**src/rtl/fetch_stage.sv**
```systemverilog
// Instruction-fetch stage: next-PC generation, IF/ID pipeline register, stall/redirect/HALT control.
// Optional performance counters are enabled by defining FETCH_PERF_CNT_EN.
module fetch_stage #(
    parameter int                  PC_W     = 6,
    parameter int                  INSTR_W  = 16,
    parameter int                  OPC_W    = 4,
    parameter logic [OPC_W-1:0]    HALT_OPC = 4'hF,
    parameter logic [INSTR_W-1:0]  NOP      = 16'h0000
) (
    input  logic               i_clk,
    input  logic               i_rst,
    input  logic [PC_W-1:0]    i_pc_cur,
    input  logic [INSTR_W-1:0] i_instr_in,
    input  logic               i_stall,
    input  logic               i_redirect,
    input  logic [PC_W-1:0]    i_redirect_target,
    output logic [PC_W-1:0]    o_pc_next,
    output logic               o_pc_write,
    output logic [INSTR_W-1:0] o_ifid_instr,
    output logic [PC_W-1:0]    o_ifid_pc,
    output logic [PC_W-1:0]    o_ifid_pc_plus1,
    output logic               o_ifid_valid,
    output logic               o_halted,
    output logic [15:0]        o_fetch_count,
    output logic [15:0]        o_flush_count
);

    typedef enum logic [1:0] {
        ST_RUN     = 2'd0,
        ST_FLUSHED = 2'd1,
        ST_HALTED  = 2'd2
    } state_t;

    state_t               r_state;
    state_t               w_state_nxt;
    logic [INSTR_W-1:0]   r_instr;
    logic [INSTR_W-1:0]   w_instr_nxt;
    logic [PC_W-1:0]      r_pc;
    logic [PC_W-1:0]      w_pc_nxt;
    logic [PC_W-1:0]      r_pc_plus1;
    logic [PC_W-1:0]      w_pc_plus1_nxt;
    logic                 r_valid;
    logic                 w_valid_nxt;
    logic [PC_W-1:0]      w_pc_inc;
    logic                 w_capture;
    logic                 w_is_halt;

    assign w_pc_inc  = i_pc_cur + PC_W'(1);
    assign w_is_halt = (i_instr_in[INSTR_W-1 -: OPC_W] == HALT_OPC);
    assign w_capture = !i_redirect && !i_stall && (r_state != ST_HALTED);

    // Next-PC select: redirect beats HALT, HALT beats stall.
    always_comb begin
        o_pc_next  = {PC_W{1'b0}};
        o_pc_write = 1'b0;
        if (i_rst) begin
            o_pc_next  = {PC_W{1'b0}};
            o_pc_write = 1'b0;
        end else if (i_redirect) begin
            o_pc_next  = i_redirect_target;
            o_pc_write = 1'b1;
        end else if (r_state == ST_HALTED || i_stall) begin
            o_pc_next  = i_pc_cur;
            o_pc_write = 1'b0;
        end else begin
            o_pc_next  = w_pc_inc;
            o_pc_write = 1'b1;
        end
    end

    // Next IF/ID contents and FSM state; FLUSHED captures exactly like RUN.
    always_comb begin
        w_state_nxt    = r_state;
        w_instr_nxt    = r_instr;
        w_pc_nxt       = r_pc;
        w_pc_plus1_nxt = r_pc_plus1;
        w_valid_nxt    = r_valid;
        if (i_redirect) begin
            w_instr_nxt = NOP;
            w_valid_nxt = 1'b0;
            w_state_nxt = ST_FLUSHED;
        end else if (i_stall) begin
            w_state_nxt = r_state;
        end else begin
            case (r_state)
                ST_HALTED: begin
                    w_instr_nxt = NOP;
                    w_valid_nxt = 1'b0;
                    w_state_nxt = ST_HALTED;
                end
                ST_RUN, ST_FLUSHED: begin
                    w_instr_nxt    = i_instr_in;
                    w_pc_nxt       = i_pc_cur;
                    w_pc_plus1_nxt = w_pc_inc;
                    w_valid_nxt    = 1'b1;
                    w_state_nxt    = w_is_halt ? ST_HALTED : ST_RUN;
                end
                default: begin
                    w_instr_nxt = NOP;
                    w_valid_nxt = 1'b0;
                    w_state_nxt = ST_RUN;
                end
            endcase
        end
    end

    // State and IF/ID register with synchronous reset.
    always_ff @(posedge i_clk) begin
        if (i_rst) begin
            r_state    <= ST_RUN;
            r_instr    <= NOP;
            r_pc       <= {PC_W{1'b0}};
            r_pc_plus1 <= {PC_W{1'b0}};
            r_valid    <= 1'b0;
        end else begin
            r_state    <= w_state_nxt;
            r_instr    <= w_instr_nxt;
            r_pc       <= w_pc_nxt;
            r_pc_plus1 <= w_pc_plus1_nxt;
            r_valid    <= w_valid_nxt;
        end
    end

    assign o_ifid_instr    = r_instr;
    assign o_ifid_pc       = r_pc;
    assign o_ifid_pc_plus1 = r_pc_plus1;
    assign o_ifid_valid    = r_valid;
    assign o_halted        = (r_state == ST_HALTED);

`ifdef FETCH_PERF_CNT_EN
    logic [15:0] r_fetch_cnt;
    logic [15:0] r_flush_cnt;

    // Saturating counters of valid captures and taken redirects.
    always_ff @(posedge i_clk) begin
        if (i_rst) begin
            r_fetch_cnt <= 16'h0000;
            r_flush_cnt <= 16'h0000;
        end else begin
            if (w_capture && (r_fetch_cnt != 16'hFFFF)) begin
                r_fetch_cnt <= r_fetch_cnt + 16'h0001;
            end
            if (i_redirect && (r_flush_cnt != 16'hFFFF)) begin
                r_flush_cnt <= r_flush_cnt + 16'h0001;
            end
        end
    end

    assign o_fetch_count = r_fetch_cnt;
    assign o_flush_count = r_flush_cnt;
`else
    assign o_fetch_count = 16'h0000;
    assign o_flush_count = 16'h0000;
`endif

endmodule

```
**config.mk**
```make
export PLATFORM = sky130hd
export DESIGN_NAME = fetch_stage
export DESIGN_NICKNAME = d
export VERILOG_FILES = /design/src/rtl/fetch_stage.sv
export SDC_FILE = /design/constraint.sdc
export NUM_CORES = 1
export LEC_CHECK = 0
export BUFFER_PORTS_ARGS = -buffer_cell sky130_fd_sc_hd__buf_2
export CAP_MARGIN = 25
export CORE_AREA = 2 2 52 78
export DETAILED_ROUTE_END_ITERATION = 16
export DIE_AREA = 0 0 54 80
export HOLD_SLACK_MARGIN = 0.02
export PLACE_DENSITY = 0.84
export SLEW_MARGIN = 20
export SYNTH_ARGS = -nofsm -noshare
export SYNTH_HDL_FRONTEND = slang
export SYNTH_SLANG_ARGS = --single-unit
```
**constraint.sdc**
```tcl
create_clock -name i_clk -period 6.4 [get_ports i_clk]
set_input_delay 1.92 -clock i_clk [delete_from_list [all_inputs] [get_ports i_clk]]
set_output_delay 1.92 -clock i_clk [all_outputs]
set_load 0.1 [all_outputs]
```
==> results of run 1 <==
==> stage by stage <==
stage	utilization, %	std cells	total power, uW
2_1_floorplan	-	225	419
3_3_place_gp	50.4	291	429
3_5_place_dp	50.4	291	431
4_1_cts	53.3	299	605
5_1_grt	53.4	299	624
6_report	53.4	299	599
==> cells in the mapped netlist <==
master,number,area (sq um)
buf_4,32,240
dfxtp_1,31,621
nor2_1,31,116
a22oi_1,16,120
nand2_1,16,60.1
a21oi_1,11,55.1
a311oi_1,7,61.3
clkbuf_1,6,22.5
a211oi_1,5,37.5
and4_1,3,26.3
buf_1,3,11.3
buf_2,3,15.0
nand3_1,3,15.0
o21ai_0,3,15.0
or3_1,3,18.8
inv_1,2,7.51
nand2b_1,2,12.5
o31ai_1,2,15.0
or4_1,2,15.0
xor2_1,2,17.5
buf_6,1,11.3
conb_1,1,3.75
ha_1,1,12.5
inv_2,1,3.75
nand2b_2,1,8.76
nor3_2,1,10.0
nor4_1,1,6.26
o41ai_1,1,8.76
or2_2,1,6.26
or4b_1,1,10.0
xnor2_1,1,8.76
==> registers in the layout (all words and copies together) (netlist names) <==
register / count
o_ifid_instr: 16
r_state: 2
o_ifid_pc: 6
o_ifid_pc_plus1: 6
o_ifid_valid: 1
==> cell families (layout without fill, tap and decap cells) <==
logic type / Yosys count / in the layout
AOI/OAI and AO/OA: 45 / 45
and+or+nand+nor: 65 / 65
buffers and inverters: 48 / 79
DFF: 31 / 31
xor gates and xnor gates: 3 / 3
other: 1 / 32
adders and majority gates: 1 / 1
==> power by group <==
group          internal, uW  switching [uW]
logic                  27.8             194
registers               201            3.83
clock network          97.7            75.0
total                   327             272
==> routing by layer <==
metal / GRT usage, % / wire length [um] / vias to the layer above
met2: 31.8 / 1910 / 82
met4: 8.50 / 65 / 0
li1: - / - / 733
met5: 0 / 0 / -
met3: 5.43 / 333 / 7
met1: 18.1 / 1350 / 673
==> worst max path at each step <==
stage / end / slack [ns] / cells after the start
2_1_floorplan: o_pc_next[5] / 0.35 / 4
3_3_place_gp: o_pc_next[5] / 0.89 / 5
3_5_place_dp: o_pc_next[4] / 0.87 / 5
4_1_cts: o_pc_next[5] / 0.87 / 5
5_1_grt: o_pc_next[5] / 0.76 / 5
6_report: o_pc_next[4] / 0.85 / 5
==> tightest hold or removal path: stages, from the launching register on <==
cell and delay [ns]:
dfxtp_1 0.31, nand2_1 0.05, a21oi_1 0.05
==> layout make-up <==
| cell class | instances | area (sq um) | area share [%] |
|---|---|---|---|
| well taps | 43 | 53.8 | 2.76 |
| inverters | 3 | 11.3 | 0.578 |
| repair buffers | 68 | 340 | 17.5 |
| clock buffers | 7 | 96.3 | 4.95 |
| flip-flops and latches | 31 | 621 | 31.9 |
| multi-input cells | 146 | 817 | 42.0 |
| clock inverters | 1 | 7.51 | 0.386 |
==> reports/metrics.csv, run 1 <==
metric;value;unit
fmax;0.180;GHz
I/O pin cnt;101;
Cell variety after synth;31;
number of CTS-inserted buffers;5;
hold_sp;o_ifid_pc[5];
Setup crit start;i_stall;
origin of the critical flop-to-flop path;r_state[1];
Vias;1495;
Post-Synth XOR/XNOR Area;1.65;%
placed cell area;0.00184;sq mm
Placement Setup Slack;0.868;ns
Most common cell on crit path;buf_2;
layout cells sized above 1;34.0;%
Seq cells post-synth;31;
final instance area;0.00195;sq mm
CTS sink count;31;
post-synthesis simple-gate area fraction;19.2;%
vias in the first global route;1301;
most frequent cells in the layout;68 x buf_2, 32 x conb_1, 31 x dfxtp_1;
largest net degree at the start of global routing;30;
Setup Skew;0.00370;ns
minimum clock period;5.55;ns
register area share after synthesis;39.0;%
Slew HR;38.3;%
RR Endpoint;o_ifid_pc_plus1[5];
max_cap viols;0;
first-pass GRT wire length;5600;um
Wirelength per Cell;12.2;um
crit path cell chain;buf_2, nand2b_1, or4_1, a311oi_2, buf_2;
critical path type;input port to primary output;
1st-iter DRT viols;20;
CTS root buffer;clkbuf_8;
Critical Path Sink Type;primary output;
WHS Path Cells;2;
die height;80;um
gr usage total;17.9;%
dpl hpwl;2770;um
post-CTS setup buffer count;0;
P_leak;0.000935;uW
drt total wl;3660;um
register clock-pin slew on the reported worst setup and hold paths;0.07;ns
n_diodes;0;
Vias/cell;5.00;
Worst Max-Slew Pin Slew;0.921;ns
outcome;finished clean;
Critical Path RT;4.48;ns
Syn. warnings;0;
Post-Route Setup TNS;0;ns
# nets final;288;
largest family of logic cells by synthesized area;compound AO/OA/AOI/OAI gates;
initial antenna violation count;0;
core outline area;0.00365;sq mm
Pre-antenna DRT Iters;4;
row count;27;
clk_lat worst skew;0.28;ns
power density cells;308;mW/mm^2
RSZ-0062 raised after global routing;false;
WP buf/inv;2;
Critical Path Max Stage Delay;0.49;ns
Die ar.;0.00432;sq mm
Fillers;365;
worst min-delay path endpoint;o_ifid_pc[5];
r2r setup slk;4.83;ns
CP delay by family, top;simple AND/OR/NAND/NOR gates;
clk buf depth;2;
hold_buf cts;0;
r2r worst-path depth;3;
post-synthesis mux area share;0;%
Starting Density;43.7;%
CTS tree;built;
crit path max fanout;29;
Synth Area in Compound Gates;19.6;%
htree depth;2;
Final Hold Fails;0;
Final Cycle Share;86.7;%
Final Setup Violations;0;
Synth-to-Final Area Change;22.2;%
Arr. time, crit path;3.63;ns
Slowest cell on crit path;or4_1;
# DRC;0;
Syn Area/Cell;8.21;sq um
mapped cell area;0.00159;sq mm
Mapped Cells;194;
commonest non-fill, non-tap cell in the layout;buf_2;
post-route ant nets;0;
adder-cell share of the synthesized area;0.786;%
CTS resizes;0;
Hold Slack;0.460;ns
port bufs;68;
min-delay worst type;flop to flop;
Worst setup SP type;input port;
Final Slew Violations;0;
gpl congestion;0.736;
GRT Residual Overflow;0;
Die Wd;54;um
fin worst setup slack;0.852;ns
maximum vdd drop;179;uV
No activity file was read; power rests on OpenSTA's default activity.
==> run 2: changes to the inputs <==
CORE_AREA = 2 2 70 59   (was 2 2 52 78)
DIE_AREA = 0 0 72 61   (was 0 0 54 80)
PLACE_DENSITY = 0.83   (was 0.84)
==> run 2 against run 1 <==
Compared with the run above: critical path depth stayed put; design area is 0.64% lower; clock power is 14% lower; sequential share of layout area is 0.21 points higher; die area is 1.7% higher.
==> reports/metrics.csv, run 2 (synthesis results as in run 1) <==
metric;value;unit;change
Wirelength per Cell;12.0;um;-1.9%
n_diodes;0;;unchanged
min-delay worst type;flop to flop;;
WP buf/inv;2;;unchanged
Slew HR;37.8;%;-0.42 points
htree depth;2;;unchanged
max reg flops;16;;unchanged
Setup Skew;0.00545;ns;+0.00175 ns
vias in the first global route;1206;;-7.3%
Slowest cell on crit path;or4b_1;;
Vias;1473;;-1.5%
Vias/cell;4.89;;-2.1%
commonest non-fill, non-tap cell in the layout;buf_2;;
Final Hold Fails;0;;unchanged
critical path type;input port to primary output;;
GRT Residual Overflow;0;;unchanged
drt total wl;3610;um;-1.2%
Critical Path Sink Type;primary output;;
Post-Route Setup TNS;0;ns;unchanged
Most common cell on crit path;buf_2;;
area occupied by multi-input gates;815;sq um;-0.31%
CTS tree;built;;
outcome;finished clean;;
I/O pin cnt;101;;unchanged
CTS root buffer;clkbuf_8;;
Synth-to-Final Area Change;21.4;%;
Final Cycle Share;86.8;%;+0.13 points
Die Wd;72;um;+33%
maximum vdd drop;191;uV;+6.4%
1st-iter DRT viols;86;;+330%
RSZ-0062 raised after global routing;false;;
first-pass GRT wire length;5670;um;+1.2%
P_leak;0.000930;uW;-0.50%
row count;20;;-26%
number of CTS-inserted buffers;5;;unchanged
minimum clock period;5.56;ns;+0.00801 ns
largest net degree at the start of global routing;30;;unchanged
initial antenna violation count;0;;unchanged
Critical Path RT;4.48;ns;about the same
Worst Max-Slew Pin Slew;0.927;ns;+0.00621 ns
clk_lat worst skew;0.28;ns;about the same
core outline area;0.00368;sq mm;+0.82%
max_cap viols;0;;unchanged
DR WL met2;1570;um;-18%
register clock-pin slew on the reported worst setup and hold paths;0.06;ns;about the same
power density cells;298;mW/mm^2;-3.2%
port bufs;68;;unchanged
fin cells;301;;+0.67%
Die ar.;0.00439;sq mm;+1.7%
DR WL met3;357;um;+7.2%
CTS resizes;0;;unchanged
crit path max fanout;29;;unchanged
crit path cell chain;buf_2, nand2b_1, or4b_1, a311oi_2, buf_2;;
CTS sink count;31;;unchanged
clk buf depth;2;;unchanged
post-route ant nets;0;;unchanged
most frequent cells in the layout;68 x buf_2, 32 x conb_1, 31 x nor2_1, 31 x dfxtp_1;;
DP Cell Count;293;;+0.69%
layout cells sized above 1;33.5;%;-0.52 points
# nets final;289;;+0.35%
area occupied by registers;621;sq um;unchanged
Arr. time, crit path;3.64;ns;about the same
Final Setup Violations;0;;unchanged
Final Slew Violations;0;;unchanged
gr usage total;17.0;%;-0.89 points
dpl hpwl;2700;um;-2.7%
post-CTS setup buffer count;0;;unchanged
hold_buf cts;0;;unchanged
Pre-antenna DRT Iters;4;;unchanged
Critical Path Max Stage Delay;0.52;ns;+0.03 ns
die height;61;um;-24%
highest metal used;met4;;
Metal-1 WL;1640;um;+22%
Worst setup SP type;input port;;
Fillers;379;;+3.8%
gpl congestion;0.850;;+16%
CP delay by family, top;simple AND/OR/NAND/NOR gates;;
# DRC;0;;unchanged
fmax;0.180;GHz;-0.14%
Starting Density;43.3;%;-0.36 points
run 2: layer usage:
layer	global-route usage, %	vias to the layer above
met5	0	-
met4	7.01	0
met3	7.64	6
met2	25.5	66
met1	21.5	663
li1	-	738
run 2: stage by stage:
step	hold WS [ns]	total power (uW)	area, sq um	utilization [%]	worst slack, ns
after floorplan	0.444	419	1750	-	0.348
after global placement	0.440	429	1840	50.1	0.872
after detailed placement	0.443	431	1850	50.3	0.850
after CTS	0.452	583	1930	52.6	0.851
after global routing	0.468	602	1930	52.6	0.783
final	0.451	576	1930	52.6	0.844
run 2: power breakdown:
| group | switching, uW | leakage [uW] | internal [uW] | total (uW) |
|---|---|---|---|---|
| clock | 73.3 | 0.0000412 | 75.8 | 149 |
| combinational | 194 | 0.000635 | 28.2 | 222 |
| sequential | 4.03 | 0.000253 | 201 | 205 |
run 2: final cells by class:
| class | count | share of cell area (%) |
|---|---|---|
| multi-input combinational | 146 | 42.1 |
| clock inverter | 2 | 0.647 |
| timing repair buffer | 69 | 18.0 |
| inverter | 3 | 0.582 |
| sequential | 31 | 32.1 |
| clock buffer | 6 | 3.75 |
| tap | 44 | 2.85 |
run 2: worst register-to-register path, delay by kind of cell (launching register included):
kind             cells  cell delay (ns)
and+or+nand+nor      3             1.06
DFF                  1             0.37
run 2: worst paths after layout:
path,startpoint,endpoint,cells after the start,slack (ns)
hold reg to reg,o_ifid_pc[2],o_ifid_pc[2],2,0.45
hold / removal,o_ifid_pc[2],o_ifid_pc[2],2,0.45
setup / recovery,i_stall,o_pc_next[5],5,0.84
setup reg to reg,r_state[1],o_ifid_pc_plus1[5],3,4.84
